===== src/rtl/pulse_stretcher_pkg.sv =====
// ============================================================================
// pulse_stretcher_pkg : shared state encoding and active-level helper.
// Revision: 1.0
// ============================================================================
`default_nettype none

package pulse_stretcher_pkg;

   typedef enum logic [1:0] {
      ST_IDLE = 2'd0,
      ST_HOLD = 2'd1,
      ST_GAP  = 2'd2
   } ps_state_t;

   function automatic logic active_level(input logic idle_val);
      return ~idle_val;
   endfunction

endpackage

`default_nettype wire


===== src/rtl/pulse_stretch_chan.sv =====
// ============================================================================
// pulse_stretch_chan : one channel of the pulse stretcher (IDLE/HOLD/GAP FSM).
// Build option: PULSE_STRETCHER_RETRIGGER_EN restarts HOLD on a new edge.
// Revision: 1.0
// ============================================================================
`default_nettype none

module pulse_stretch_chan
   import pulse_stretcher_pkg::*;
#(
   parameter int CNT_W    = 8,
   parameter bit IDLE_VAL = 1'b0
) (
   input  logic             clk,
   input  logic             rst,
   input  logic [CNT_W-1:0] hold_cycles,
   input  logic [CNT_W-1:0] gap_cycles,
   input  logic             data_in,
   output logic             data_out,
   output logic             busy
);

   localparam logic c_active_val = active_level(IDLE_VAL);

   ps_state_t        r_state;
   ps_state_t        w_state_nxt;
   logic [CNT_W-1:0] r_cnt;
   logic [CNT_W-1:0] w_cnt_nxt;
   logic             r_pending;
   logic             w_pending_nxt;
   logic             r_prev;
   logic             r_out;
   logic             r_busy;
   logic             w_out_nxt;
   logic             w_busy_nxt;
   logic             w_edge;

   assign w_edge = (data_in != IDLE_VAL) && (r_prev == IDLE_VAL);

   always_ff @(posedge clk or posedge rst) begin
      if (rst) begin
         r_state   <= ST_IDLE;
         r_cnt     <= '0;
         r_pending <= 1'b0;
         r_prev    <= IDLE_VAL;
         r_out     <= IDLE_VAL;
         r_busy    <= 1'b0;
      end else begin
         r_state   <= w_state_nxt;
         r_cnt     <= w_cnt_nxt;
         r_pending <= w_pending_nxt;
         r_prev    <= data_in;
         r_out     <= w_out_nxt;
         r_busy    <= w_busy_nxt;
      end
   end

   always_comb begin
      w_state_nxt   = r_state;
      w_cnt_nxt     = r_cnt;
      w_pending_nxt = r_pending;
      case (r_state)
         ST_IDLE: begin
            if (w_edge) begin
               w_state_nxt = ST_HOLD;
               w_cnt_nxt   = '0;
            end
         end
         ST_HOLD: begin
`ifdef PULSE_STRETCHER_RETRIGGER_EN
            // A fresh edge restarts the pulse instead of queueing another one.
            if (w_edge) begin
               w_cnt_nxt = '0;
            end else if (r_cnt >= hold_cycles) begin
               w_state_nxt = ST_GAP;
               w_cnt_nxt   = '0;
            end else begin
               w_cnt_nxt = r_cnt + CNT_W'(1);
            end
`else
            if (w_edge) begin
               w_pending_nxt = 1'b1;
            end
            if (r_cnt >= hold_cycles) begin
               w_state_nxt = ST_GAP;
               w_cnt_nxt   = '0;
            end else begin
               w_cnt_nxt = r_cnt + CNT_W'(1);
            end
`endif
         end
         ST_GAP: begin
            if (w_edge) begin
               w_pending_nxt = 1'b1;
            end
            if (r_cnt >= gap_cycles) begin
               w_cnt_nxt = '0;
               if (r_pending || w_edge) begin
                  w_state_nxt   = ST_HOLD;
                  w_pending_nxt = 1'b0;
               end else begin
                  w_state_nxt = ST_IDLE;
               end
            end else begin
               w_cnt_nxt = r_cnt + CNT_W'(1);
            end
         end
         default: begin
            w_state_nxt   = ST_IDLE;
            w_cnt_nxt     = '0;
            w_pending_nxt = 1'b0;
         end
      endcase
   end

   // Outputs are registered copies of what the next state implies.
   always_comb begin
      w_out_nxt  = (w_state_nxt == ST_HOLD) ? c_active_val : IDLE_VAL;
      w_busy_nxt = (w_state_nxt != ST_IDLE);
   end

   assign data_out = r_out;
   assign busy     = r_busy;

endmodule

`default_nettype wire


===== src/rtl/pulse_stretcher.sv =====
// ============================================================================
// pulse_stretcher : multi-channel minimum-width pulse / minimum-gap conditioner.
// Build option: PULSE_STRETCHER_RETRIGGER_EN (see pulse_stretch_chan).
// Revision: 1.0
// ============================================================================
`default_nettype none

module pulse_stretcher
   import pulse_stretcher_pkg::*;
#(
   parameter int DATA_W   = 8,
   parameter int CNT_W    = 8,
   parameter bit IDLE_VAL = 1'b0
) (
   input  logic              clk,
   input  logic              rst,
   input  logic [CNT_W-1:0]  hold_cycles,
   input  logic [CNT_W-1:0]  gap_cycles,
   input  logic [DATA_W-1:0] data_in,
   output logic [DATA_W-1:0] data_out,
   output logic [DATA_W-1:0] busy
);

   generate
      for (genvar g = 0; g < DATA_W; g++) begin : g_chan
         pulse_stretch_chan #(
            .CNT_W    (CNT_W),
            .IDLE_VAL (IDLE_VAL)
         ) u_chan (
            .clk         (clk),
            .rst         (rst),
            .hold_cycles (hold_cycles),
            .gap_cycles  (gap_cycles),
            .data_in     (data_in[g]),
            .data_out    (data_out[g]),
            .busy        (busy[g])
         );
      end
   endgenerate

endmodule

`default_nettype wire


===== config.mk =====
export PLATFORM = sky130hd
export DESIGN_NAME = pulse_stretcher
export DESIGN_NICKNAME = d
export VERILOG_FILES = /design/src/rtl/pulse_stretcher_pkg.sv /design/src/rtl/pulse_stretch_chan.sv /design/src/rtl/pulse_stretcher.sv
export SDC_FILE = /design/constraint.sdc
export NUM_CORES = 1
export LEC_CHECK = 0
export ABC_CLOCK_PERIOD_IN_PS = 4000
export CORE_ASPECT_RATIO = 0.5
export CORE_MARGIN = 3
export CORE_UTILIZATION = 60
export CTS_CLUSTER_DIAMETER = 150
export DETAILED_ROUTE_END_ITERATION = 8
export GPL_ROUTABILITY_DRIVEN = 0
export HOLD_SLACK_MARGIN = 0.02
export MAX_ROUTING_LAYER = met4
export PLACE_DENSITY_LB_ADDON = 0.2
export SLEW_MARGIN = 20
export SYNTH_ARGS = -nofsm -noshare
export SYNTH_HDL_FRONTEND = slang
export SYNTH_SLANG_ARGS = --single-unit
export TNS_END_PERCENT = 10

===== constraint.sdc =====
create_clock -name clk -period 4 [get_ports clk]
set_input_delay 0.6 -clock clk [delete_from_list [all_inputs] [get_ports clk]]
set_output_delay 0.6 -clock clk [all_outputs]
set_load 0.02 [all_outputs]

* After elaboration in Yosys (flattened, before gate mapping)
Cells that the tools add are included.
** Storage, ports and cells
- Register bits :: 112
- Output and inout port bits :: 16
- Word-level logic and storage cells :: 256
** Cells by class
- Add/subtract/negate cells :: 8
- Magnitude comparators :: 16
- Equal/unequal tests :: 32
- Muxes and demuxes :: 112
- Bitwise logic cells :: 8
- Reduce and logical (&&, ||, !) cells :: 32
** Operators by type and width (count)
- $mux 8 :: 24
- $pmux 8 s3 :: 8
- $ge 8x8->1 :: 16
- $add 8x1->8 const B :: 8
- $mux 2 :: 24
- $pmux 2 s3 :: 8
- $mux 1 :: 40
- $eq 2x1->1 const B :: 16
- $pmux 1 s3 :: 8
- $eq 2x2->1 const B :: 8
- $logic_not 2->1 :: 8
- $ne 2x1->1 const B :: 8
- $reduce_bool 2->1 :: 8
- $logic_and 1x1->1 :: 8
- $logic_or 1x1->1 :: 8
- $not 1->1 :: 8

* Logic depth before layout (Yosys ltp)
- Depth after elaboration :: 8
- Gate-level depth with buffers :: 8
- Depth with buffers taken out :: 8

* Cells and area by module
From an unflattened synthesis, not the netlist that was laid out.
** Unflattened totals
- Cells, all modules :: 1020
- Area, all modules :: 9195.1 sq um
** Modules (own cells, without submodules)
- pulse_stretch_chan at g_chan[0].u_chan ... :: times used 7, cells an instance 126, area an instance 1141.1 sq um
- pulse_stretch_chan at g_chan[7].u_chan :: times used 1, cells an instance 138, area an instance 1207.4 sq um

* Least setup slack after synthesis
No wires, ideal clock.
- Kind :: input -> register
- From :: input port gap_cycles[2]
- To :: register g_chan[2].u_chan.r_cnt[0]
- Setup time :: 0.076 ns
- Data arrival time :: 2.235 ns
- Data required time :: 3.924 ns
- Slack :: 1.688 ns
- Stages on the path :: 8
- Path through :: inv_1 ha_1 a211oi_2 o21ai_2 a211oi_4 a32oi_4 or3_1 o21ai_1
** On the way
- Word-level cells in the longest chain between the ends :: 3
** Ends and longest elaborated chain
- start: declaration :: RTL line pulse_stretcher.sv:18 : input logic [CNT_W-1:0] gap_cycles,
- $ge 8x8->1 :: RTL line pulse_stretch_chan.sv:96 : if (r_cnt >= gap_cycles) begin
- $mux 8 :: RTL line pulse_stretch_chan.sv:96
- $pmux 8 s3 :: RTL line pulse_stretch_chan.sv:62 : case (r_state)
- end signal: assignment :: RTL line pulse_stretch_chan.sv:50 : r_cnt <= w_cnt_nxt;
- end: declaration :: RTL line pulse_stretch_chan.sv:27 : logic [CNT_W-1:0] r_cnt;
Every way passes these cells.
A chain may end at the register's enable or synchronous reset.

* Worst setup path in the final report
- From :: input port hold_cycles[0]
- To :: register g_chan[4].u_chan.r_cnt[4]
** On the way
- Word-level cells in the longest chain between the ends :: 3
** Ends and longest elaborated chain
- start: declaration :: RTL line pulse_stretcher.sv:17 : input logic [CNT_W-1:0] hold_cycles,
- $ge 8x8->1 :: RTL line pulse_stretch_chan.sv:84 : if (r_cnt >= hold_cycles) begin
- $mux 8 :: RTL line pulse_stretch_chan.sv:84
- $pmux 8 s3 :: RTL line pulse_stretch_chan.sv:62
- end signal: assignment :: RTL line pulse_stretch_chan.sv:50
- end: declaration :: RTL line pulse_stretch_chan.sv:27
Every way passes these cells.

==> impl_results.md <==
* Initial Utilization at approximately 63%
* DR DRC count at 0
* CP top delay family: compound AO/OA/AOI/OAI gates
* CTS Buffer Depth at 2
* Buffers and inverters on the worst path at 1
* Post-Syn Area at 0.00879 mm2
* Status: finished, final reports clean
* Syn Nets at 1144
* Fin crit period at 2.81 ns
* Kind of critical path: primary input to flip-flop
* Hold EP: g_chan[5].u_chan.r_pending
* Area Overhead vs Synth at 9.16%
* Critical Path Start Type: primary input
* Combinational share of power at 44.1%
* Fmax at 0.356 GHz
* Slew Limit Headroom at 42.8%
* Via density at 6.07
* Final antenna-violating net count at 0
* Main synth FF type: dfrtp_1
* CP Capture Type: flip-flop
* Via count at ~7200
* IO Pins at 42
* Post-synth EDFFs at 0
* Worst skew pair latency at approximately 0.36 ns
* Critical Path RT at about 4.3 ns
* Largest net degree at the start of global routing at 68
* Routed wire length at 19400 um
* Tightest Pin Transition at 0.858 ns
* Clk sinks at 112
* Post-CTS Resized at 0
* Worst Min Path Start: g_chan[5].u_chan.r_pending
* Ranking of synthesized cells by area: dfrtp_1 (32%), ha_1 (24%), o21ai_0 (4.9%)
* Post-synth cell types at 63
* Setup TNS at 0 ns
* FFs w/ async S/R, synth at between 90% and 100%
* Root buffer cell: clkbuf_16
* Share of the synthesized area in the top cell type at between 30% and 40%
* NetSw at 1750 uW
* Setup bufs post-CTS at 0
* Pleak at approximately 0.0045 uW
* All-Layer GR Usage at 26.1%
* Die area at 0.0162 mm2
* Max Cap Viol at 0
* # hold bufs at CTS at 0
* Clk_skew at 0.00740 ns
* Final Power at 4330 uW
* Final Hold Fails at 0
* Layout cell share with drive strength beyond 1 at 4.76%
* Core area at ~0.014 mm2
* R2R setup slack at 1.71 ns
* Drt pass-1 iters at 5
* Initial antenna violation count at 0
* Hpwl dp at 14400 um
* Layout Nets at around 1200
* RSZ-0062 raised after global routing: no
* Vias in the first global route at 7030
* Detailed-route wire length per cell at roughly 16 um
* Worst Reg-to-Reg Cells at 8
* Maximum VDD drop at ~0.38 mV
* Fin crit share at 70.2%
* Worst setup startpoint: hold_cycles[0]
* Input/output buffers at between 40 and 50
* Row count at 30
* Pins Over Slew Limit at 0
* Mapped Avg Cell Area at 9.25 um2
* 1st-iter DRT viols at roughly 570
* Max FO, Critical Path at 8
* Commonest non-fill, non-tap cell in the layout: ha_1
* Post-Synthesis Cells at 950
* Chip Height at roughly 92 um
* Register share of total power at 36.1%
* PD cells at between 400 and 500 mW/mm2
* Slowest CP cell: clkdlybuf4s50_1
* Sequential cell area at 0.00280 mm2
* Commonest non-fill, non-tap cells in the layout: ha_1 (168), dfrtp_1 (112), o21ai_0 (86), nor2_1 (83), nand2_1 (73)
* Seq/Total Area, Yosys at 31.9%
* Die width at 177 um
* Worst R2R Start: g_chan[4].u_chan.r_cnt[0]
* H-tree depth at 3
* Grt total ovfl at 0
* Worst reg2reg path endpoint: g_chan[4].u_chan.r_cnt[4]
* HP Class: flip-flop to flip-flop
* Clock power frac at a little under 20%
* Final Setup Violations at 0
* ANT cells at 0
* CTS tree: yes
* Clk pin slew, worst setup/hold paths at 0.07 ns
* Internal power at 2580 uW
* CTS Buf Count at 9
* Hold depth at 2
* Crit-path cells: clkdlybuf4s50_1, ha_1, nand2b_1, a2111oi_0, or4_4, a32o_1, nand3_1, o2bb2ai_1
* Yosys top cell by area: dfrtp_1
* Switching Fraction at 40.4%
* Area of the multi-input gates at 0.00562 mm2
* Largest stage delay on the critical path at 0.76 ns
* First-pass GRT wire length at 33300 um
* Worst Path Arrival at 3.09 ns
* Filler cells at 1092
* Syn. warnings at 0
* Number of synthesized register bits at 112
==> state kept, by name, indices dropped and copies added, names as in the netlist <==
name / count
g_chan.u_chan.r_cnt: 64
g_chan.u_chan.busy: 8
g_chan.u_chan.data_out: 8
g_chan.u_chan.r_state: 16
g_chan.u_chan.r_prev: 8
g_chan.u_chan.r_pending: 8
==> worst max-delay path by stage <==
stage	slack [ns]	depth (start not counted)	to
2_1_floorplan	0.44	1	g_chan[0].u_chan.busy
3_3_place_gp	0.92	9	g_chan[6].u_chan.busy
3_5_place_dp	0.87	9	g_chan[5].u_chan.data_out
4_1_cts	1.24	8	g_chan[4].u_chan.r_cnt[4]
5_1_grt	0.97	9	g_chan[4].u_chan.r_cnt[4]
6_report	1.19	8	g_chan[4].u_chan.r_cnt[4]
==> stage by stage <==
step	cell area [um2]	utilization [%]	hold slack, ns	std cells	worst slack [ns]
after global placement	9330	67.0	0.478	1164	0.917
final	9600	68.9	0.496	1179	1.19
after global routing	9600	68.9	0.543	1179	0.966
after CTS	9600	68.9	0.502	1179	1.24
after floorplan	8790	-	0.461	950	0.441
after detailed placement	9330	67.0	0.485	1164	0.875
==> routing by layer <==
metal  GRT usage [%]  vias up  part of all wire, %
met4            7.25        0                  1.7
met3            5.35       33                  5.1
met2            40.5      174                   45
met5               -        -                    0
li1                -     3512                    -
met1            34.8     3441                   48
==> worst reg2reg max path: stages, from the launching register on <==
cell and delay [ns]:
dfrtp_1 0.43, inv_1 0.10, ha_1 0.26, nand2b_1 0.14, a2111oi_0 0.48, or4_4 0.23, a32o_1 0.21, nand3_1 0.18
o2bb2ai_1 0.18
==> final cells by class <==
type | count | area share (%)
timing repair buffer | 42 | 4.48
sequential | 112 | 29.2
multi-input combinational | 755 | 58.5
clock buffer | 15 | 2.79
tap | 192 | 2.50
inverter | 63 | 2.49
==> synth_stat cells (14+ instances only) <==
| master | instances |
|---|---|
| o21ai_0 | 86 |
| o21a_1 | 14 |
| buf_4 | 16 |
| a21oi_1 | 60 |
| dfrtp_1 | 112 |
| a21o_1 | 17 |
| a211oi_1 | 18 |
| nand3_1 | 36 |
| inv_1 | 63 |
| nand2b_1 | 17 |
| ha_1 | 168 |
| nor2_1 | 83 |
| nand2_1 | 73 |
| nor2b_1 | 24 |
==> power groups by stage <==
stage	Combinational (uW)	Sequential (uW)	Clock, uW
floorplan	1500	1520	0
global placement	1820	1560	0
detailed placement	1890	1580	0
CTS	1910	1560	885
global route	2170	1590	924
finish	1910	1560	860
==> logic make-up (layout without fill, tap and decap cells) <==
family,count (synthesis),in the layout,synth area share (%)
and+or+nand+nor,302,302,17.1
muxes,8,8,0.939
adders and majority gates,168,168,23.9
buffers and inverters,83,120,4.23
AOI/OAI and AO/OA,264,264,20.7
xor gates and xnor gates,13,13,1.30
DFF,112,112,31.9
(Power assumes the default switching activity.)
